==> config.mk <==
export PLATFORM = sky130hd
export DESIGN_NAME = mem_access_unit
export DESIGN_NICKNAME = d
export VERILOG_FILES = /design/src/rtl/mem_access_unit_pkg.sv /design/src/rtl/mem_access_unit.sv
export SDC_FILE = /design/constraint.sdc
export NUM_CORES = 1
export LEC_CHECK = 0
export CORE_MARGIN = 3
export CORE_UTILIZATION = 38
export CTS_CLUSTER_DIAMETER = 30
export CTS_CLUSTER_SIZE = 25
export DETAILED_ROUTE_END_ITERATION = 16
export PLACE_DENSITY = 0.8
export SLEW_MARGIN = 25
export SYNTH_ARGS = -nofsm -noshare
export SYNTH_HDL_FRONTEND = slang
export SYNTH_SLANG_ARGS = --single-unit
==> constraint.sdc <==
create_clock -name clk -period 2.2 [get_ports clk]
set_input_delay 0.33 -clock clk [delete_from_list [all_inputs] [get_ports clk]]
set_output_delay 0.33 -clock clk [all_outputs]
set_load 0.03 [all_outputs]
==> src/rtl/mem_access_unit_pkg.sv <==
// Shared definitions for the memory access stage: FSM encoding, instruction
// field positions and the opcodes the controller decodes.
`timescale 1ns/1ps
package mem_access_unit_pkg;

  typedef enum logic {
    StIdle = 1'b0,
    StWait = 1'b1
  } state_e;

  localparam int unsigned OpcodeMsb = 31;
  localparam int unsigned OpcodeLsb = 26;
  localparam int unsigned RsMsb     = 25;
  localparam int unsigned RsLsb     = 21;
  localparam int unsigned RtMsb     = 20;
  localparam int unsigned RtLsb     = 16;
  localparam int unsigned RdMsb     = 15;
  localparam int unsigned RdLsb     = 11;
  localparam int unsigned ShamtMsb  = 10;
  localparam int unsigned ShamtLsb  = 6;
  localparam int unsigned FunctMsb  = 5;
  localparam int unsigned FunctLsb  = 0;
  localparam int unsigned Imm16Msb  = 15;
  localparam int unsigned Imm16Lsb  = 0;

  localparam logic [5:0] OpRtype = 6'h00;
  localparam logic [5:0] OpBeq   = 6'h04;
  localparam logic [5:0] OpSlti  = 6'h0a;
  localparam logic [5:0] OpSltiu = 6'h0b;
  localparam logic [5:0] OpAndi  = 6'h0c;

  function automatic logic [5:0] get_opcode(input logic [31:0] instr);
    return instr[OpcodeMsb:OpcodeLsb];
  endfunction

  function automatic logic [5:0] get_funct(input logic [31:0] instr);
    return instr[FunctMsb:FunctLsb];
  endfunction

endpackage

==> src/rtl/mem_access_unit.sv <==
// Memory-side stage of the multi-cycle datapath: runs each controller access as
// a req/ready handshake, holds IR and MDR, and stalls the controller meanwhile.
`timescale 1ns/1ps
module mem_access_unit
  import mem_access_unit_pkg::*;
#(
  parameter int unsigned MEM_AW  = 8,
  parameter int unsigned TIMEOUT = 16
) (
  input  logic              clk,
  input  logic              reset,
  input  logic              MemRead,
  input  logic              MemWrite,
  input  logic              IorD,
  input  logic              IRWrite,
  input  logic [31:0]       PC,
  input  logic [31:0]       ALUOut,
  input  logic [31:0]       WriteData,
  output logic              Stall,
  output logic [31:0]       Instruction,
  output logic [5:0]        OpCode,
  output logic [5:0]        Funct,
  output logic [31:0]       MemData,
  output logic              bus_err,
  output logic              mem_req,
  output logic              mem_we,
  output logic [MEM_AW-1:0] mem_addr,
  output logic [31:0]       mem_wdata,
  input  logic [31:0]       mem_rdata,
  input  logic              mem_ready
);

  localparam logic [7:0] CntLast = 8'(TIMEOUT - 1);

  state_e            r_state;
  logic [7:0]        r_cnt;
  logic              r_irw;
  logic [31:0]       r_ir;
  logic [31:0]       r_mdr;
  logic              r_bus_err;
  logic              r_mem_req;
  logic              r_mem_we;
  logic [MEM_AW-1:0] r_mem_addr;
  logic [31:0]       r_mem_wdata;

  logic              w_acc;
  logic [31:0]       w_addr;
  logic              w_aligned;
  logic              w_cnt_last;
  logic              w_stall;
  logic              w_unused;

  assign w_acc      = MemRead | MemWrite;
  assign w_addr     = IorD ? ALUOut : PC;
  assign w_aligned  = (w_addr[1:0] == 2'b00);
  assign w_cnt_last = (r_cnt == CntLast);
  // Address bits above the memory window are intentionally ignored.
  assign w_unused   = ^w_addr[31:MEM_AW+2];

  // Stall: issuing cycle in IDLE, and every WAIT cycle that neither completes nor aborts.
  always_comb begin
    w_stall = 1'b0;
    unique case (r_state)
      StIdle:  w_stall = w_acc & w_aligned;
      StWait:  w_stall = ~mem_ready & ~w_cnt_last;
      default: w_stall = 1'b0;
    endcase
  end

  // FSM, timeout counter, request registers, IR/MDR and sticky error flag.
  always_ff @(posedge clk) begin
    if (reset) begin
      r_state     <= StIdle;
      r_cnt       <= 8'd0;
      r_irw       <= 1'b0;
      r_ir        <= 32'd0;
      r_mdr       <= 32'd0;
      r_bus_err   <= 1'b0;
      r_mem_req   <= 1'b0;
      r_mem_we    <= 1'b0;
      r_mem_addr  <= '0;
      r_mem_wdata <= 32'd0;
    end else begin
      unique case (r_state)
        StIdle: begin
          if (w_acc) begin
            if (w_aligned) begin
              r_mem_addr  <= w_addr[MEM_AW+1:2];
              r_mem_wdata <= WriteData;
              r_mem_we    <= MemWrite;
              // A write wins over a simultaneous read, so it never loads IR.
              r_irw       <= IRWrite & ~MemWrite;
              r_mem_req   <= 1'b1;
              r_cnt       <= 8'd0;
              r_state     <= StWait;
              if (MemRead && MemWrite) begin
                r_bus_err <= 1'b1;
              end
            end else begin
              r_bus_err <= 1'b1;
            end
          end
        end
        StWait: begin
          if (mem_ready) begin
            if (!r_mem_we) begin
              r_mdr <= mem_rdata;
              if (r_irw) begin
                r_ir <= mem_rdata;
              end
            end
            r_mem_req <= 1'b0;
            r_mem_we  <= 1'b0;
            r_state   <= StIdle;
          end else if (w_cnt_last) begin
            r_bus_err <= 1'b1;
            r_mem_req <= 1'b0;
            r_mem_we  <= 1'b0;
            r_state   <= StIdle;
          end else begin
            r_cnt <= r_cnt + 8'd1;
          end
        end
        default: r_state <= StIdle;
      endcase
    end
  end

  assign Stall       = w_stall;
  assign Instruction = r_ir;
  assign OpCode      = get_opcode(r_ir);
  assign Funct       = get_funct(r_ir);
  assign MemData     = r_mdr;
  assign bus_err     = r_bus_err;
  assign mem_req     = r_mem_req;
  assign mem_we      = r_mem_we;
  assign mem_addr    = r_mem_addr;
  assign mem_wdata   = r_mem_wdata;

endmodule

# Yosys cells after proc, flatten, opt, wreduce, memory -nomap -nowiden
# Index checks and enable logic that the tools add are counted.
[classes]
reduce_logical = 8
add_sub_neg = 1
mux = 26
n_eq_ne = 8
n_bitwise = 9
[ops]
columns = ["operator", "count"]
rows = [
  ["2-to-1 mux 8 bit", 4],
  ["case mux 8 bit (2 select lines)", 1],
  ["2-to-1 mux 1 bit", 15],
  ["AND reduction 4 bit", 3],
  ["2-to-1 mux 10 bit", 1],
  ["case mux 1 bit (2 select lines)", 5],
  ["AND reduction 3 bit", 3],
  ["adder 8 x 1 -> 8 bit, second input constant", 1],
  ["equality test 8 x 4 -> 1 bit, second input constant", 1],
  ["!= test 2 bit, second input constant", 4],
  ["NOT 1 bit", 5],
  ["AND 1 bit", 3],
  ["!= test 3 x 2 -> 1 bit, second input constant", 1],
  ["!= test 3 bit, second input constant", 1],
  ["logical NOT 2 bit", 1],
  ["!= test 2 x 1 -> 1 bit, second input constant", 1],
  ["logical AND 1 bit", 1],
  ["bitwise OR 1 bit", 1],
]
[word_totals]
output_inout_bits = 120
elab_cells = 62
register_bits = 117
input_bits = 135

# Longest topological paths before layout
[depth]
depth_word = 5
ltp_mapped = 7
ltp_nobuf = 5

# Worst setup path before layout
# Ideal clock, no wire load.
[synth_timing]
path_type = "input-to-output"
startpoint = "input port IorD"
endpoint = "output port Stall"
setup_slack_ps = 459
required_time_ps = 1870
n_path_buf = 1
arrival_time_ps = 1411
cell_stages = 4
path_cell_list = "buf_4 -> or3_1 -> a21boi_2 -> or2_2"
[synth_via]
elab_chain_len = 4
[synth_rtl]
columns = ["item", "line_no", "text"]
rows = [
  ["from (decl)", "mem_access_unit.sv:14", "input logic IorD,"],
  ["2-to-1 mux 10 bit", "mem_access_unit.sv:54", "assign w_addr = IorD ? ALUOut : PC;"],
  ["logical NOT 2 bit", "mem_access_unit.sv:55", "assign w_aligned = (w_addr[1:0] == 2'b00);"],
  ["AND 1 bit", "mem_access_unit.sv:64", "StIdle: w_stall = w_acc & w_aligned;"],
  ["case mux 1 bit (2 select lines)", "mem_access_unit.sv:63", "unique case (r_state)"],
  ["to (decl)", "mem_access_unit.sv:19", "output logic Stall,"],
]
# Every way passes these cells.

# Worst setup path in the final report
# Same ends and word-level chain as after synthesis.

==> key figures <==
Global route
  – Global route total overflow: 0
  – Largest net degree at the start of global routing: 72
  – GR Util All Layers: 20.4%
  – Vias in the first global route: 4380
  – First-pass GRT wire length: 21200 microns
  – Initial antenna violation count: 0

Setup path
  – Crit path launch type: primary input
  – Critical Path AT: 1.80 ns
  – Endpoint required time on the critical path: 1.87 ns
  – Worst Setup Path Type: primary input to output pin
  – Crit end category: output pin
  – Reg2Reg Depth: 6
  – CP max FO: 4

Finish
  – Fin util: 64.6%
  – # diodes: 0
  – Final Cell Area: 0.00719 sq mm
  – Final #Nets: 874
  – P&R area growth vs syn: 62.3%
  – Layout cells sized above 1: 8.29%
  – Most common cell after layout, fill and taps aside: clkdlybuf4s50_1
  – Most frequent cells in the layout: clkdlybuf4s50_1, nand2_1, dfxtp_1

Worst hold path
  – Hold Path Stages: 2
  – Hold/Removal Path Class: primary input to register

Placement
  – Routability cong.: 0.796
  – Post-placement cell area: 0.00661 sq mm
  – PortBufs: 210
  – Final HPWL DP: 10000 microns

Route
  – Total number of vias: 4358
  – Post-route ant nets: 0
  – WL met2: 6760 microns
  – Met3 wire len: 1400 microns
  – DR top layer: met4
  – DRC: 0
  – WL met1: 5160 microns
  – Final Routed Wirelength: 13500 microns
  – Pre-Repair DR Iteration Count: 4
  – 1st-iter DRT viols: 232
  – Drt wl/cell: 15.2 microns
  – Vias per cell: 4.91

Floorplanning
  – Die area: 0.0130 sq mm
  – Rows: 38
  – I/O pin count: 255
  – Core Region: 0.0111 sq mm
  – Die Y: 114 microns
  – Die width: 114 microns
  – Initial Utilization: 39.8%

Yosys
  – Ys flop type: dfxtp_1
  – Synthesis Warnings: 0
  – Post-synth EDFFs: 0
  – Register area share after synthesis: 52.9%
  – Post-Syn Area: 0.00443 sq mm
  – Flops & latches, synth: 117
  – Asr flop ratio synth: 0%
  – Mean post-synth cell area: 8.20 sq um
  – Count of cell types in the netlist: 41
  – Synth Instances: 540
  – Syn_nets: 676

Clock tree
  – Clk_lat worst skew: 0.40 ns
  – Clock slew at the register clock pins of the worst setup and hold paths: 0.05 ns
  – # clock sinks: 117
  – Clock root buffer: clkbuf_16
  – TritonCTS Buffers: 17
  – TritonCTS clock tree: built
  – Max Root-Sink Buffers: 2
  – H-tree depth: 4

Power and ir drop
  – Worst vdd ir: 456 uV
  – Power per cell area: 760 mW/mm^2
  – Leak pwr: 2.61 nW
  – Final Power: 5.46 mW

STA
  – Final clock skew: 0.00667 ns
  – Tmin final: 2.13 ns
  – Tcrit/Tclk final: 96.9%
  – Hold slack final: 0.393 ns
  – Final Hold Vio Count: 0
  – Final setup TNS: 0 ns
  – Slew @ Worst Pin: 0.497 ns
  – RSZ-0062 raised after global routing: no
  – Fmax: 0.469 GHz
  – Final setup violating endpoints: 0
  – Slew headroom: 66.7%
  – Max-slew violations: 0

Run
  – Max_cap viols: 0

Status
  – Status: complete, no violations
-- metrics by stage --
step	setup slack, ns	cells
after CTS	0.0177	886
after global routing	0.0212	888
final	0.0683	888
after floorplan	0.459	540
after global placement	0.0381	857
after detailed placement	-0.00272	857
-- cells by family after synthesis --
kind of cell / count (synthesis) / share of synthesized area, %
compound gates: 126 / 16.8
fa+ha+maj: 1 / 0.283
buf+inv: 49 / 5.68
flops: 117 / 52.9
mux: 9 / 2.06
simple gates: 238 / 22.3
-- cell usage after synthesis (2+ instances only) --
| master | instances | area share, % |
|---|---|---|
| a211o_1 | 4 | 0.79 |
| a21o_1 | 2 | 0.34 |
| nor2b_1 | 2 | 0.28 |
| nor3_1 | 3 | 0.34 |
| mux2i_1 | 8 | 1.8 |
| dfxtp_1 | 117 | 53 |
| nand2_1 | 196 | 17 |
| nand3b_1 | 2 | 0.34 |
| nand3_1 | 5 | 0.57 |
| nor2_1 | 10 | 0.85 |
| a21oi_1 | 102 | 12 |
| and3b_1 | 2 | 0.40 |
| clkbuf_1 | 24 | 2.0 |
| and3_1 | 6 | 0.85 |
| a211oi_2 | 8 | 2.3 |
| buf_2 | 9 | 1.0 |
| nor3b_1 | 2 | 0.34 |
| buf_4 | 15 | 2.5 |
-- cell type report --
cell class | count | area [sq um]
Multi-Input combinational cell | 374 | 1840
Clock buffer | 19 | 453
Sequential cell | 117 | 2340
Fill cell | 904 | 3940
Timing Repair Buffer | 227 | 2260
Tap cell | 140 | 175
Clock inverter | 10 | 109
Inverter | 1 | 3.75
-- what timing repair did --
action | in CTS | in global routing
hold buffers | 0 | 0
setup endpoints to repair | 0 | 1
resized for setup | 0 | 0
setup buffers | 0 | 2
-- final timing paths --
| path | start | end | slack [ns] |
|---|---|---|---|
| hold reg to reg | MemData[3] | MemData[3] | 0.45 |
| setup / recovery | IorD | Stall | 0.07 |
| hold / removal | reset | Instruction[16] | 0.39 |
| setup reg to reg | r_state | r_cnt[0] | 0.36 |
-- flip-flops by register name (all words and copies together) (netlist names) --
register	count
bus_err	1
MemData	32
Instruction	32
mem_req	1
r_irw	1
mem_wdata	32
r_cnt	8
mem_we	1
r_state	1
mem_addr	8
-- layer usage --
metal	vias up	GRT usage, %
met2	170	36.4
li1	2180	-
met4	0	6.65
met5	-	0
met3	8	9.18
met1	2000	21.4
-- where the power goes --
part / internal [mW] / switching [mW]
combinational: 0.320 / 0.321
clock: 1.70 / 0.912
sequential: 2.18 / 0.0351
-- critical path: stages --
cell and delay (ns):
clkdlybuf4s50_1 0.51, or3b_1 0.45, a21boi_4 0.22, or2_2 0.14, buf_4 0.15
Power figures use the tool's default switching activity.
